### src/rtl/spi_master_rx.sv
// ---------------------------------------------------------------------------
// spi_master_rx : SPI host receive deserialiser (single/quad) to 32-bit words
// Revision: 1.0
// ---------------------------------------------------------------------------
`default_nettype none

module spi_master_rx #(
  parameter int CNT_W = 16
) (
  input  logic             clk,
  input  logic             rstn,
  input  logic             en,
  input  logic             rx_edge,
  input  logic             sdi0,
  input  logic             sdi1,
  input  logic             sdi2,
  input  logic             sdi3,
  input  logic             en_quad_in,
  input  logic [CNT_W-1:0] counter_in,
  input  logic             counter_in_upd,
  output logic [31:0]      data,
  output logic             data_valid,
  input  logic             data_ready,
  output logic             clk_en_o,
  output logic             done
);

  typedef enum logic [1:0] {
    IDLE      = 2'd0,
    RECEIVE   = 2'd1,
    WAIT_FIFO = 2'd2,
    WAIT_LAST = 2'd3
  } state_t;

  state_t           state_q;
  logic [CNT_W-1:0] target_q;
  logic [CNT_W-1:0] cnt_q;
  logic [31:0]      shift_q;
  logic [31:0]      data_q;
  logic             valid_q;
  logic             clk_en_q;
  logic             done_q;

  logic [CNT_W-1:0] beats;
  logic [CNT_W-1:0] cnt_d;
  logic [31:0]      shift_d;
  logic             word_end;
  logic             last_beat;

  // Word boundaries are counted from the start of the transfer; only the
  // final word can be short, so a modulo test on the running count suffices.
  always_comb begin
    beats     = en_quad_in ? (target_q >> 2) : target_q;
    shift_d   = en_quad_in ? {shift_q[27:0], sdi3, sdi2, sdi1, sdi0}
                           : {shift_q[30:0], sdi1};
    cnt_d     = cnt_q + 1'b1;
    word_end  = en_quad_in ? (cnt_d[2:0] == 3'd0) : (cnt_d[4:0] == 5'd0);
    last_beat = (cnt_d == beats);
  end

  always_ff @(posedge clk or negedge rstn) begin
    if (!rstn) begin
      state_q  <= IDLE;
      target_q <= CNT_W'(32);
      cnt_q    <= '0;
      shift_q  <= '0;
      data_q   <= '0;
      valid_q  <= 1'b0;
      clk_en_q <= 1'b0;
      done_q   <= 1'b0;
    end else begin
      done_q <= 1'b0;
      unique case (state_q)
        IDLE: begin
          if (counter_in_upd) target_q <= counter_in;
          if (en) begin
            if (beats == '0) begin
              done_q <= 1'b1;
            end else begin
              state_q  <= RECEIVE;
              cnt_q    <= '0;
              shift_q  <= '0;
              clk_en_q <= 1'b1;
            end
          end
        end
        RECEIVE: begin
          if (rx_edge) begin
            shift_q <= shift_d;
            cnt_q   <= cnt_d;
            if (word_end || last_beat) begin
              data_q   <= shift_d;
              valid_q  <= 1'b1;
              clk_en_q <= 1'b0;
              state_q  <= last_beat ? WAIT_LAST : WAIT_FIFO;
            end
          end
        end
        WAIT_FIFO: begin
          if (valid_q && data_ready) begin
            valid_q  <= 1'b0;
            shift_q  <= '0;
            clk_en_q <= 1'b1;
            state_q  <= RECEIVE;
          end
        end
        WAIT_LAST: begin
          if (valid_q && data_ready) begin
            valid_q <= 1'b0;
            done_q  <= 1'b1;
            state_q <= IDLE;
          end
        end
        default: state_q <= IDLE;
      endcase
    end
  end

  assign data       = data_q;
  assign data_valid = valid_q;
  assign clk_en_o   = clk_en_q;
  assign done       = done_q;

endmodule

`default_nettype wire

### config.mk
export PLATFORM = sky130hd
export DESIGN_NAME = spi_master_rx
export DESIGN_NICKNAME = d
export VERILOG_FILES = /design/src/rtl/spi_master_rx.sv
export SDC_FILE = /design/constraint.sdc
export NUM_CORES = 1
export LEC_CHECK = 0
export BUFFER_PORTS_ARGS = -buffer_cell sky130_fd_sc_hd__buf_2
export CORE_MARGIN = 5
export CORE_UTILIZATION = 63
export CTS_BUF_LIST = sky130_fd_sc_hd__clkbuf_8 sky130_fd_sc_hd__clkbuf_16
export CTS_CLUSTER_DIAMETER = 60
export DETAILED_ROUTE_END_ITERATION = 7
export MAX_ROUTING_LAYER = met4
export PLACE_DENSITY = 0.95
export SLEW_MARGIN = 25
export SYNTH_ARGS = -nofsm -noshare
export SYNTH_HDL_FRONTEND = slang
export SYNTH_SLANG_ARGS = --single-unit
### constraint.sdc
create_clock -name clk -period 5.42 [get_ports clk]
set_input_delay 1.084 -clock clk [delete_from_list [all_inputs] [get_ports clk]]
set_output_delay 1.084 -clock clk [all_outputs]
set_load 0.05 [all_outputs]
==> impl_results.md <==
- Layout cells sized above 1: 35.8%
- Setup WS pre-CTS: 1220 ps
- Hold Path Class: register to register
- Clk root buf: clkbuf_8
- Period utilisation layout: 73.2%
- R2R setup slack: 1960 ps
- Reg-to-Reg Start: cnt_q[0]
- FP Rows: 32
- Cts hold-fix bufs: 0
- Clk_lat worst skew: 370 ps
- Post CTS Setup Buffer Count: 0
- Antenna Nets Post-Route: 0
- DR pass1 iterations: 6
- Synth area leader: dfrtp_1
- Setup crit start kind: input port
- Slew Viols, Final: 0
- Hold Path Sink: data[26]
- Setup TNS Final: 0 ps
- Clock net sink count: 100
- Final WL: 12,000 um
- HP Start: data[26]
- Post-DP HPWL: 8080 um
- Final-report setup violation count: 0
- Max clock buf depth: 2
- Initial antenna violation count: 0
- FF/Latch Area: 2500 um2
- CP endpoint kind: register
- Chip height: 100 um
- Die area: 10,000 um2
- Arr. time, crit path: 4220 ps
- Most frequent cells in the layout: 99 x dfrtp_1, 81 x mux2_2, 60 x buf_2, 31 x a32o_1, 27 x nand2_1
- Wirelength per Cell: 20.6 um
- Crit path required time: 5680 ps
- Initial core utilization: 65.5%
- Yosys top cell area share: 48.4%
- Status: complete, no violations
- CTS clk-pin slew, worst paths: 100 ps
- Worst hold slack: 512 ps
- Die width: 100 um
- Worst slew pin tran: 669 ps
- First-pass GRT wire length: 19,700 um
- Register bit total from synthesis: 100
- Final GP Congestion: 0.940
- Number of port buffers: 61
- Peak supply drop: 0.392 mV
- Nets: 512
- R2R cell count: 9
- Register area share after synthesis: 48.9%
- Vias: 3,877
- I/O pin total: 62
- Max-cap violations: 0
- Avg Vias per Cell: 6.63
- CP max FO: 32
- Hold depth: 1
- TritonCTS buffer count: 9
- Placed insts: 569
- Initial drt markers: 381
- Vias in the first global route: 3,866
- Kind of critical path: input port to register
- Count of different cell masters after synthesis: 44
- Final setup margin: 1450 ps
- Mapped Nets: 459
- Layout Cells excl Fill: 585
- Worst R2R End: data[6]
- Leak: 2.66 nW
- Total GRT Usage: 25.6%
- H-tree depth: 3
- Max Clock Freq: 252 MHz
- Mean Syn Cell Area: 12.0 um2
- Area delta synth->final: 10.7%
- Largest net degree at the start of global routing: 52
- Grt ovf: 0
- Mapped Cells: 425
- Ant diodes: 0
- Core Area: 7810 um2
- Filler cells: 508
- Drt drc: 0
- Synth warn: 0
- RSZ-0062 raised after global routing: no
- Shortest period the worst path allows: 3970 ps
- Commonest non-fill, non-tap cell in the layout: dfrtp_1
- Fin util: 72.5%
- Cts repair resizes: 0
- Pwr Density: 481 nW/um2
- Multi-input gate area: 2450 um2
- Worst slew margin: 55.4%
- CTS tree: built
- Area contributors post-synth: dfrtp_1 48%, mux2_2 18%, a32o_1 6.1%
- Fin Clk Skew: 6.58 ps
- Mapped Area: 5110 um2
- Final Hold Viols: 0
[worst max path at each step]
| stage | startpoint | to | slack (ps) | cells after the start |
|---|---|---|---|---|
| 2_1_floorplan | en_quad_in | data[10] | 2110 | 9 |
| 3_3_place_gp | en_quad_in | data[17] | 1140 | 9 |
| 3_5_place_dp | en_quad_in | data[6] | 1220 | 10 |
| 4_1_cts | en_quad_in | data[6] | 1520 | 10 |
| 5_1_grt | en_quad_in | data[9] | 1370 | 10 |
| 6_report | en_quad_in | data[6] | 1450 | 10 |
[area by class of cell]
class	count	share of cell area [%]
timing repair buffer	67	6.45
sequential	100	44.2
tap	102	2.25
multi-input combinational	294	43.3
clock inverter	7	1.19
inverter	6	0.398
clock buffer	9	2.19
[sequential cells by signal, indices dropped and copies added (netlist names)]
| name | count |
|---|---|
| clk_en_o | 1 |
| cnt_q | 16 |
| done | 1 |
| shift_q | 31 |
| data_valid | 1 |
| data | 32 |
| target_q | 16 |
| state_q | 2 |
[metal layers]
metal,GRT usage [%],up-vias,wire length [um]
li1,-,1707,-
met5,-,-,0
met1,32.8,1906,4830
met4,10.5,0,418
met3,4.73,56,949
met2,40.4,208,5840
[power breakdown]
group | leakage, nW | internal [mW] | switching (mW)
logic | 1.23 | 0.429 | 0.711
clock network | 0.0993 | 0.179 | 0.287
registers | 1.33 | 0.927 | 0.189
total | 2.66 | 1.53 | 1.19
[per-stage QoR]
stage | total power [mW] | area (um2)
floorplan | 1.92 | 5110
global placement | 2.15 | 5450
detailed placement | 2.22 | 5470
CTS | 2.70 | 5660
global route | 2.85 | 5660
finish | 2.72 | 5660
[worst max-delay path, cell delays in order]
cell and delay [ps]:
buf_2 460, buf_12 270, mux2i_1 350, xnor2_1 140, nor3_1 190, o2111ai_1 140
a2111o_1 480, o31ai_4 260, buf_4 410, mux2_2 390
[synth_stat cells]
cell type  number
dfrtp_1        99
mux2_2         81
a32o_1         31
nand2_1        27
o21ai_0        18
xnor2_1        17
clkbuf_1       16
mux2i_1        15
nor2_1         12
a21oi_1        11
nor3_1         11
o31ai_1         8
xor2_1          8
ha_1            7
nand3_1         7
inv_1           6
nand4_1         5
nor4_1          5
a22o_1          4
buf_6           4
a31oi_1         3
buf_2           3
and3_1          2
and4_1          2
nor2b_1         2
o41ai_1         2
or2_2           2
a2111o_1        1
a21o_1          1
a2bb2oi_1       1
a31o_2          1
buf_12          1
buf_4           1
dfstp_2         1
nand2b_1        1
nand4b_1        1
nor3b_1         1
o2111ai_1       1
o21ai_1         1
o21ba_2         1
o22ai_1         1
o31ai_4         1
o32a_1          1
o41a_1          1
[kinds of logic after synthesis]
group | Yosys count | share of synthesized area (%)
AO/OA/AOI/OAI | 88 | 13.6
XOR/XNOR | 25 | 4.28
multiplexers | 96 | 20.8
AND/OR/NAND/NOR | 78 | 7.36
flip-flops | 100 | 48.9
adder cells (fa/ha/maj) | 7 | 1.71
buffers and inverters | 31 | 3.33
Note: power is estimated with default switching activity, not from simulation.
